$ cat src/rtl/day_to_date_if.sv
// Handshake and result bundle for the day_to_date converter.
// The master side issues requests and the slave side returns calendar results.
interface day_to_date_if;
   logic        start;
   logic [15:0] day_count;
   logic        busy;
   logic        done;
   logic        err;
   logic [7:0]  year;
   logic [7:0]  month;
   logic [7:0]  day;
   logic [2:0]  day_of_week;

   modport master (
      output start, day_count,
      input  busy, done, err, year, month, day, day_of_week
   );

   modport slave (
      input  start, day_count,
      output busy, done, err, year, month, day, day_of_week
   );
endinterface

$ cat src/rtl/day_to_date.sv
// Serial subtractive day-count to calendar-date converter.
// Covers 2000-01-01 to 2099-12-31 and strips whole years, then whole months.
module day_to_date (
   input logic         clk,
   input logic         rst_n,
   day_to_date_if.slave bus
);

   typedef enum logic [1:0] {IDLE, YEAR, MONTH, FIN} state_t;

   localparam logic [15:0] MAX_DAY = 16'd36524;

   state_t      state, state_nx;
   logic [15:0] rem;
   logic [6:0]  yr;
   logic [3:0]  mon;
   logic [2:0]  dow;

   logic        leap;
   logic [15:0] ylen;
   logic [2:0]  ystep;
   logic [4:0]  mlen;
   logic [2:0]  mstep;
   logic        ld, ysub, msub, fin, bad;
   logic [5:0]  fsum;

   // Advance a weekday index by a step below 7, staying within 0..6.
   function automatic logic [2:0] add7(input logic [2:0] a, input logic [2:0] b);
      logic [3:0] s;
      s = {1'b0, a} + {1'b0, b};
      if (s >= 4'd7) s = s - 4'd7;
      return s[2:0];
   endfunction

   assign leap  = (yr[1:0] == 2'd0);
   assign ylen  = leap ? 16'd366 : 16'd365;
   assign ystep = leap ? 3'd2 : 3'd1;
   assign fsum  = {1'b0, rem[4:0]} + {3'b000, dow};
   assign bus.busy = (state != IDLE);

   // Month length and its weekday shift for the month being stripped.
   always_comb begin
      mlen  = 5'd31;
      mstep = 3'd3;
      unique case (mon)
         4'd2: begin
            mlen  = leap ? 5'd29 : 5'd28;
            mstep = leap ? 3'd1 : 3'd0;
         end
         4'd4, 4'd6, 4'd9, 4'd11: begin
            mlen  = 5'd30;
            mstep = 3'd2;
         end
         default: begin
            mlen  = 5'd31;
            mstep = 3'd3;
         end
      endcase
   end

   // State register.
   always_ff @(posedge clk or negedge rst_n) begin
      if (!rst_n) state <= IDLE;
      else        state <= state_nx;
   end

   // Next-state and datapath control strobes.
   always_comb begin
      state_nx = state;
      ld       = 1'b0;
      ysub     = 1'b0;
      msub     = 1'b0;
      fin      = 1'b0;
      bad      = 1'b0;
      unique case (state)
         IDLE: begin
            if (bus.start) begin
               if (bus.day_count > MAX_DAY) begin
                  bad = 1'b1;
               end else begin
                  ld       = 1'b1;
                  state_nx = YEAR;
               end
            end
         end
         YEAR: begin
            if (rem >= ylen) ysub     = 1'b1;
            else             state_nx = MONTH;
         end
         MONTH: begin
            if (rem >= {11'd0, mlen}) msub     = 1'b1;
            else                      state_nx = FIN;
         end
         FIN: begin
            fin      = 1'b1;
            state_nx = IDLE;
         end
         default: state_nx = IDLE;
      endcase
   end

   // Working registers, error flag and the registered result.
   always_ff @(posedge clk or negedge rst_n) begin
      if (!rst_n) begin
         rem             <= 16'd0;
         yr              <= 7'd0;
         mon             <= 4'd1;
         dow             <= 3'd0;
         bus.done        <= 1'b0;
         bus.err         <= 1'b0;
         bus.year        <= 8'd0;
         bus.month       <= 8'd1;
         bus.day         <= 8'd1;
         bus.day_of_week <= 3'd0;
      end else begin
         bus.done <= fin | bad;
         if (ld) begin
            rem     <= bus.day_count;
            yr      <= 7'd0;
            mon     <= 4'd1;
            dow     <= 3'd0;
            bus.err <= 1'b0;
         end
         if (bad) bus.err <= 1'b1;
         if (ysub) begin
            rem <= rem - ylen;
            yr  <= yr + 7'd1;
            dow <= add7(dow, ystep);
         end
         if (msub) begin
            rem <= rem - {11'd0, mlen};
            mon <= mon + 4'd1;
            dow <= add7(dow, mstep);
         end
         if (fin) begin
            bus.year        <= {1'b0, yr};
            bus.month       <= {4'd0, mon};
            bus.day         <= 8'(rem) + 8'd1;
            bus.day_of_week <= 3'(fsum % 6'd7);
         end
      end
   end

endmodule

$ cat src/flat_wrapper.sv
// flat-port wrapper written by rule: the top's interface ports become plain ports
module day_to_date_flat 
  (clk, rst_n, bus_start, bus_day_count, bus_busy, bus_done, bus_err, bus_year, bus_month, bus_day, bus_day_of_week);
  day_to_date_if bus_i ();
  input logic clk;
  input logic rst_n;
  input wire logic [$bits(bus_i.start)-1:0] bus_start;
  input wire logic [$bits(bus_i.day_count)-1:0] bus_day_count;
  output wire logic [$bits(bus_i.busy)-1:0] bus_busy;
  output wire logic [$bits(bus_i.done)-1:0] bus_done;
  output wire logic [$bits(bus_i.err)-1:0] bus_err;
  output wire logic [$bits(bus_i.year)-1:0] bus_year;
  output wire logic [$bits(bus_i.month)-1:0] bus_month;
  output wire logic [$bits(bus_i.day)-1:0] bus_day;
  output wire logic [$bits(bus_i.day_of_week)-1:0] bus_day_of_week;
  assign bus_i.start = bus_start;
  assign bus_i.day_count = bus_day_count;
  assign bus_busy = bus_i.busy;
  assign bus_done = bus_i.done;
  assign bus_err = bus_i.err;
  assign bus_year = bus_i.year;
  assign bus_month = bus_i.month;
  assign bus_day = bus_i.day;
  assign bus_day_of_week = bus_i.day_of_week;
  day_to_date u_core (.clk(clk), .rst_n(rst_n), .bus(bus_i));
endmodule
$ cat config.mk
export PLATFORM = sky130hd
export DESIGN_NAME = day_to_date_flat
export DESIGN_NICKNAME = d
export VERILOG_FILES = /design/src/rtl/day_to_date_if.sv /design/src/rtl/day_to_date.sv /design/src/flat_wrapper.sv
export SDC_FILE = /design/constraint.sdc
export NUM_CORES = 1
export LEC_CHECK = 0
export CORE_MARGIN = 2
export CORE_UTILIZATION = 64
export CTS_BUF_LIST = sky130_fd_sc_hd__clkbuf_2
export DETAILED_ROUTE_END_ITERATION = 8
export PLACE_DENSITY = 0.94
export REMOVE_ABC_BUFFERS = 1
export SYNTH_ARGS = -nofsm -noshare
export SYNTH_HDL_FRONTEND = slang
export SYNTH_SLANG_ARGS = --single-unit
$ cat constraint.sdc
create_clock -name clk -period 10.6 [get_ports clk]
set_input_delay 2.12 -clock clk [delete_from_list [all_inputs] [get_ports clk]]
set_output_delay 2.12 -clock clk [all_outputs]
set_load 0.02 [all_outputs]
==> results.toml, run 1 <==
[run_status]
status = "finished, final reports clean"

[worst_setup_path]
crit_chain = "inv_1 > ha_1 > inv_1 > o21ai_0 > nand2_1 > o21ai_0 > ha_1 > inv_1 > fa_1 > a21oi_1 > nor2_1 > o31ai_2 > o21ai_1 > a221oi_1 > o32a_1"
path_buf_inv = 3
end_kind = "flip-flop"
required_ps = 11070
reg2reg_slack_ps = 6250
reg2reg_depth = 15
path_class = "flip-flop to flip-flop"
path_max_fanout = 11
r2r-end = "u_core.rem[13]"
crit_slowest_cell = "o31ai_2"
worstPathArrival_ps = 4820
startpoint_type = "flip-flop"
critPathTopFamily = "compound AO/OA/AOI/OAI gates"
crit_top_cell = "inv_1"
timing.rr.start = "u_core.yr[0]"
cpPeakStageDelay_ps = 700

[final_layout]
final_area_um2 = 4830
antennaDiodeCount = 0
final_net_count = 576
area_delta_synth_final_pct = 9.67
nFillCells = 512
drive_gt1_frac = 0.125

[worst_hold_path]
hp-start = "u_core.yr[6]"
hold_end = "u_core.yr[6]"
hold_class = "flip-flop to flip-flop"
hold_path_depth = 1

[global_route]
grt_first_pass_wirelength_um = 17800
grt_use_total = 0.293
grt_overflow = 0
grt_max_degree = 57
antenna_found_initial = 0
first_global_vias = 3883

[synth]
synth_top_cell_area_share = 0.301
ys.flop_type = "dfrtp_1"
synth-async-reset-ratio = 1.00
synth_seq_cells = 56
synthTopCellsByArea = "dfrtp_1 30%, ha_1 7.4%, o21ai_0 4.9%"
synthCells = 500
avgSynthCellArea_um2 = 8.80
ys_types = 80
yosysWarnings = 0
synthTopCellsByCount = "53 x dfrtp_1, 43 x o21ai_0, 41 x nand2_1"
synth_edf_count = 0
seq_area_frac_synth = 0.319
yosysMostFrequentCell = "dfrtp_1"
yosysTopAreaCell = "dfrtp_1"
syn_area_um2 = 4400

[drt]
first_iter_violations = 400
via_per_inst = 6.70
drt-pass1-iter-count = 5
drc = 0
drt_wl_total_um = 10500
wire_per_inst_um = 17.4
vias = 4068
ant_nets = 0

[cts]
cts_sinks = 56
postCtsHoldBufs = 0
cts_made_buffers = 5
clkTransAtPathRegs_ps = 320
cts_resized = 0
cts_setup_buffers = 0
clkLatencyLatePin_ps = 500
cts_root_buf = "clkbuf_2"
h-tree-depth = 2
cts_tree = "yes"
cts_max_path_buffers = 2

[timing]
fin_crit_ps = 4350
clock_skew_ps = 33.0
tns_ps = 0
setup_viol = 0
hold_violations = 0
rsz0062_at_grt = "no"
period_share = 0.410
slew_violations = 0
worst_pin_slew_ps = 951
max_freq_ghz = 0.230
slew-limit-headroom = 0.366

[place]
gp_congestion = 0.952
dp.final_hpwl_um = 7690
port_buffers = 43
placed_cell_area_um2 = 4770

[floorplanning]
io_pins = 49
dieArea_um2 = 7560
num_rows = 30
die_y_um = 86.9
design.core.area_um2 = 6720
initial_core_util = 0.655
dieWidth_um = 86.9

[flow_run]
maxCapViolations = 0
==> worst max path at each step <==
stage | from | to | slack [ps] | depth (start not counted)
finish | u_core.yr[0] | u_core.rem[13] | 6250 | 15
global route | u_core.yr[0] | u_core.rem[13] | 5760 | 15
CTS | u_core.yr[0] | u_core.rem[13] | 6300 | 15
detailed placement | bus_day_count[14] | u_core.rem[13] | 6140 | 7
global placement | bus_day_count[14] | u_core.rem[13] | 6180 | 7
floorplan | u_core.yr[0] | u_core.rem[13] | 6250 | 15
==> layout make-up <==
cell class | instances | area, um2 | share of cell area
multi-input combinational | 391 | 2710 | 0.562
sequential | 56 | 1410 | 0.291
timing repair buffer | 48 | 463 | 0.0959
tap | 80 | 100 | 0.0207
inverter | 24 | 90.1 | 0.0187
clock inverter | 3 | 28.8 | 0.00596
clock buffer | 5 | 25.0 | 0.00519
==> kinds of logic (layout without fill, tap and decap cells) <==
group	after synthesis	in the layout	share of synthesized area
buffers and inverters	57	80	0.0685
multiplexers	21	21	0.0529
AND/OR/NAND/NOR	165	165	0.195
adder cells (fa/ha/maj)	31	31	0.0967
AO/OA/AOI/OAI	158	158	0.245
XOR/XNOR	11	11	0.0219
other	1	5	0.000852
flip-flops	56	56	0.319
==> routing by layer <==
metal,GRT usage,wire length [um],up-vias
li1,-,-,1881
met1,0.374,4360,1946
met2,0.495,5160,216
met3,0.0559,824,25
met4,0.105,197,0
met5,0,0,-
==> per-stage QoR <==
stage,hold WS [ps],setup WS (ps),instances,utilization
after global routing,515,5760,607,0.718
final,517,6250,607,0.718
after detailed placement,476,6140,599,0.710
after floorplan,445,6250,471,-
after global placement,466,6180,599,0.710
after CTS,513,6300,607,0.718
==> flip-flops by register name, summed over array words and instances, names as in the netlist <==
register,cells
u_core.bus.month,4
u_core.bus.day,8
u_core.bus.year,7
u_core.bus.err,1
u_core.mon,4
u_core.bus.day_of_week,3
u_core.bus.done,1
u_core.yr,7
u_core.dow,3
u_core.state,2
u_core.rem,16
==> layout by cell type, fill, tap and decap left out, types with 4 or more instances in the layout <==
| master | synthesis | routed |
|---|---|---|
| nand2b_1 | 8 | 8 |
| a211oi_1 | 7 | 7 |
| ha_1 | 26 | 26 |
| mux2_2 | 18 | 18 |
| a221oi_1 | 5 | 5 |
| dfrtp_1 | 53 | 53 |
| nor3_2 | 4 | 4 |
| a31oi_1 | 5 | 5 |
| clkdlybuf4s50_1 | 0 | 42 |
| nand4_1 | 8 | 8 |
| nor4_1 | 4 | 4 |
| o21ai_0 | 43 | 43 |
| buf_4 | 5 | 5 |
| o31ai_1 | 6 | 5 |
| a31o_2 | 5 | 5 |
| nand3_1 | 16 | 16 |
| and3_1 | 7 | 7 |
| nand2_1 | 41 | 41 |
| a21o_1 | 4 | 4 |
| fa_1 | 5 | 5 |
| nor3_1 | 9 | 9 |
| conb_1 | 1 | 5 |
| inv_1 | 24 | 24 |
| nor2_1 | 39 | 39 |
| clkbuf_2 | 0 | 5 |
| xnor2_1 | 8 | 8 |
| a21oi_1 | 40 | 40 |
==> worst reg2reg max path, cell delays in order (launching register included) <==
cell      delay [ps]
dfrtp_1          520
inv_1             80
ha_1             300
inv_1            170
o21ai_0          190
nand2_1           60
o21ai_0          280
ha_1             210
inv_1             60
fa_1             460
a21oi_1          180
nor2_1           120
o31ai_2          700
o21ai_1          430
a221oi_1         380
o32a_1           190
Power of run 1 is left out: the tool's default activity adds up to more than one toggle a clock period on the data nets, which glitch-free logic cannot reach.
==> run 2, diff against run 1 <==
--- a/config.mk
+++ b/config.mk
@@ -6,10 +6,10 @@
 export NUM_CORES = 1
 export LEC_CHECK = 0
 export CORE_MARGIN = 2
-export CORE_UTILIZATION = 64
+export CORE_UTILIZATION = 53
 export CTS_BUF_LIST = sky130_fd_sc_hd__clkbuf_2
 export DETAILED_ROUTE_END_ITERATION = 8
-export PLACE_DENSITY = 0.94
+export PLACE_DENSITY = 0.84
 export REMOVE_ABC_BUFFERS = 1
 export SYNTH_ARGS = -nofsm -noshare
 export SYNTH_HDL_FRONTEND = slang
==> constraint.sdc (replaced) <==
create_clock -name clk -period 3.65 [get_ports clk]
set_input_delay 0.73 -clock clk [delete_from_list [all_inputs] [get_ports clk]]
set_output_delay 0.73 -clock clk [all_outputs]
set_load 0.02 [all_outputs]
==> results.toml, run 2 (synthesis gave the netlist of run 1 again) <==
[place]
dp.final_hpwl_um = 8150
placed_cell_area_um2 = 5010
dp_slack_ps = 30.8
port_buffers = 43
gp_congestion = 0.968

[final_layout]
final_common_cell = "dfrtp_1"
final_cell_mix = "52 x dfrtp_1, 42 x o21ai_0, 42 x clkdlybuf4s50_1, 41 x nand2_1"
drive_gt1_frac = 0.178
nFillCells = 653
final_util = 0.628
area_delta_synth_final_pct = 16.1
final_area_um2 = 5110
largest_reg_flops = 16
top_regs = "u_core.rem: 16 flops, u_core.bus.day: 8 flops"
ff_latch_area_um2 = 1410
multiInputGateArea_um2 = 2720
antennaDiodeCount = 0
final_net_count = 605
largest_register = "u_core.rem"

[cts]
clkLatencyLatePin_ps = 460
clkTransAtPathRegs_ps = 310
cts_sinks = 56
cts_max_path_buffers = 2
cts_tree = "yes"
cts_root_buf = "clkbuf_2"
cts_made_buffers = 5
h-tree-depth = 2

[floorplanning]
design.core.area_um2 = 8130
num_rows = 33
initial_core_util = 0.541
dieArea_um2 = 9050
die_y_um = 95.1
dieWidth_um = 95.1
io_pins = 49

[global_route]
grt_first_pass_wirelength_um = 18100
grt_overflow = 0
grt_max_degree = 35
first_global_vias = 3796
antenna_found_initial = 0
grt_use_total = 0.249

[worst_setup_path]
end_kind = "flip-flop"
startpoint_type = "flip-flop"
required_ps = 4040
path_class = "flip-flop to flip-flop"
reg2reg_depth = 13
worstPathArrival_ps = 3860
path_max_fanout = 10

[timing]
slew_violations = 0
max_freq_ghz = 0.288
slew-limit-headroom = 0.464
hold_violations = 0
tns_ps = 0
setup_viol = 0
period_share = 0.951
setup_ws_ps = 179
clock_skew_ps = 22.9
fin_crit_ps = 3470
worst_pin_slew_ps = 804

[drt]
ant_nets = 0
wire_per_inst_um = 16.6
drt-pass1-iter-count = 5
vias = 4093
via_per_inst = 6.19
first_iter_violations = 265
drt_wl_total_um = 11000
drc = 0

[run_status]
status = "finished, final reports clean"

[flow_run]
maxCapViolations = 0

[worst_hold_path]
hold_class = "input port to asynchronous set/reset pin"
run 2: per-stage QoR:
| stage | hold WS, ps | cells |
|---|---|---|
| floorplan | 434 | 471 |
| global placement | 466 | 648 |
| detailed placement | 469 | 648 |
| CTS | 290 | 656 |
| global route | 283 | 661 |
| finish | 292 | 661 |
run 2: repair_timing:
item / CTS / global route
hold buffers: 0 / 0
endpoints found under the setup margin: 1 / 13
setup buffers: 0 / 5
pin swaps: 0 / 2
gates resized for setup: 1 / 4
run 2: critical path, cell delays in order, from the launching register on:
cell and delay (ps):
dfrtp_1 460, ha_1 220, inv_1 70, fa_2 420
and2_2 230, a221oi_4 280, nor3_2 110, a211oi_4 320
nand2_1 110, xnor2_1 140, ha_1 240, and3b_1 180
and3_1 160, or4_1 460
run 2: area by class of cell:
type | instances | area share
multi-input cells | 391 | 0.533
repair buffers | 77 | 0.138
flip-flops and latches | 56 | 0.275
well taps | 105 | 0.0257
inverters | 24 | 0.0176
clock inverters | 3 | 0.00514
clock buffers | 5 | 0.00490
run 2: worst paths after layout:
check,end,slack (ps),from
setup / recovery,u_core.bus.day_of_week[0],180,u_core.dow[0]
min in group clk,u_core.bus.err,530,u_core.bus.err
max in group asynchronous,u_core.mon[0],2500,rst_n
hold reg to reg,u_core.bus.err,530,u_core.bus.err
hold / removal,u_core.state[0],290,rst_n
setup reg to reg,u_core.bus.day_of_week[0],180,u_core.dow[0]
run 2: layer usage:
metal | track usage | wire length [um] | up-vias
met5 | 0 | 0 | -
met4 | 0.0495 | 95 | 0
met3 | 0.0348 | 696 | 10
met2 | 0.403 | 5220 | 172
met1 | 0.359 | 4980 | 1974
li1 | - | - | 1937
Power of run 2 is left out for the same reason.
==> run 3, diff against run 2 <==
--- a/config.mk
+++ b/config.mk
@@ -8,6 +8,7 @@
 export CORE_MARGIN = 2
 export CORE_UTILIZATION = 53
 export CTS_BUF_LIST = sky130_fd_sc_hd__clkbuf_2
+export CTS_CLUSTER_SIZE = 28
 export DETAILED_ROUTE_END_ITERATION = 8
 export PLACE_DENSITY = 0.84
 export REMOVE_ABC_BUFFERS = 1
==> results of run 3 <==
No change in the layout: final DEF, timing and power equal those of run 2.
Power of run 3 is left out for the same reason.
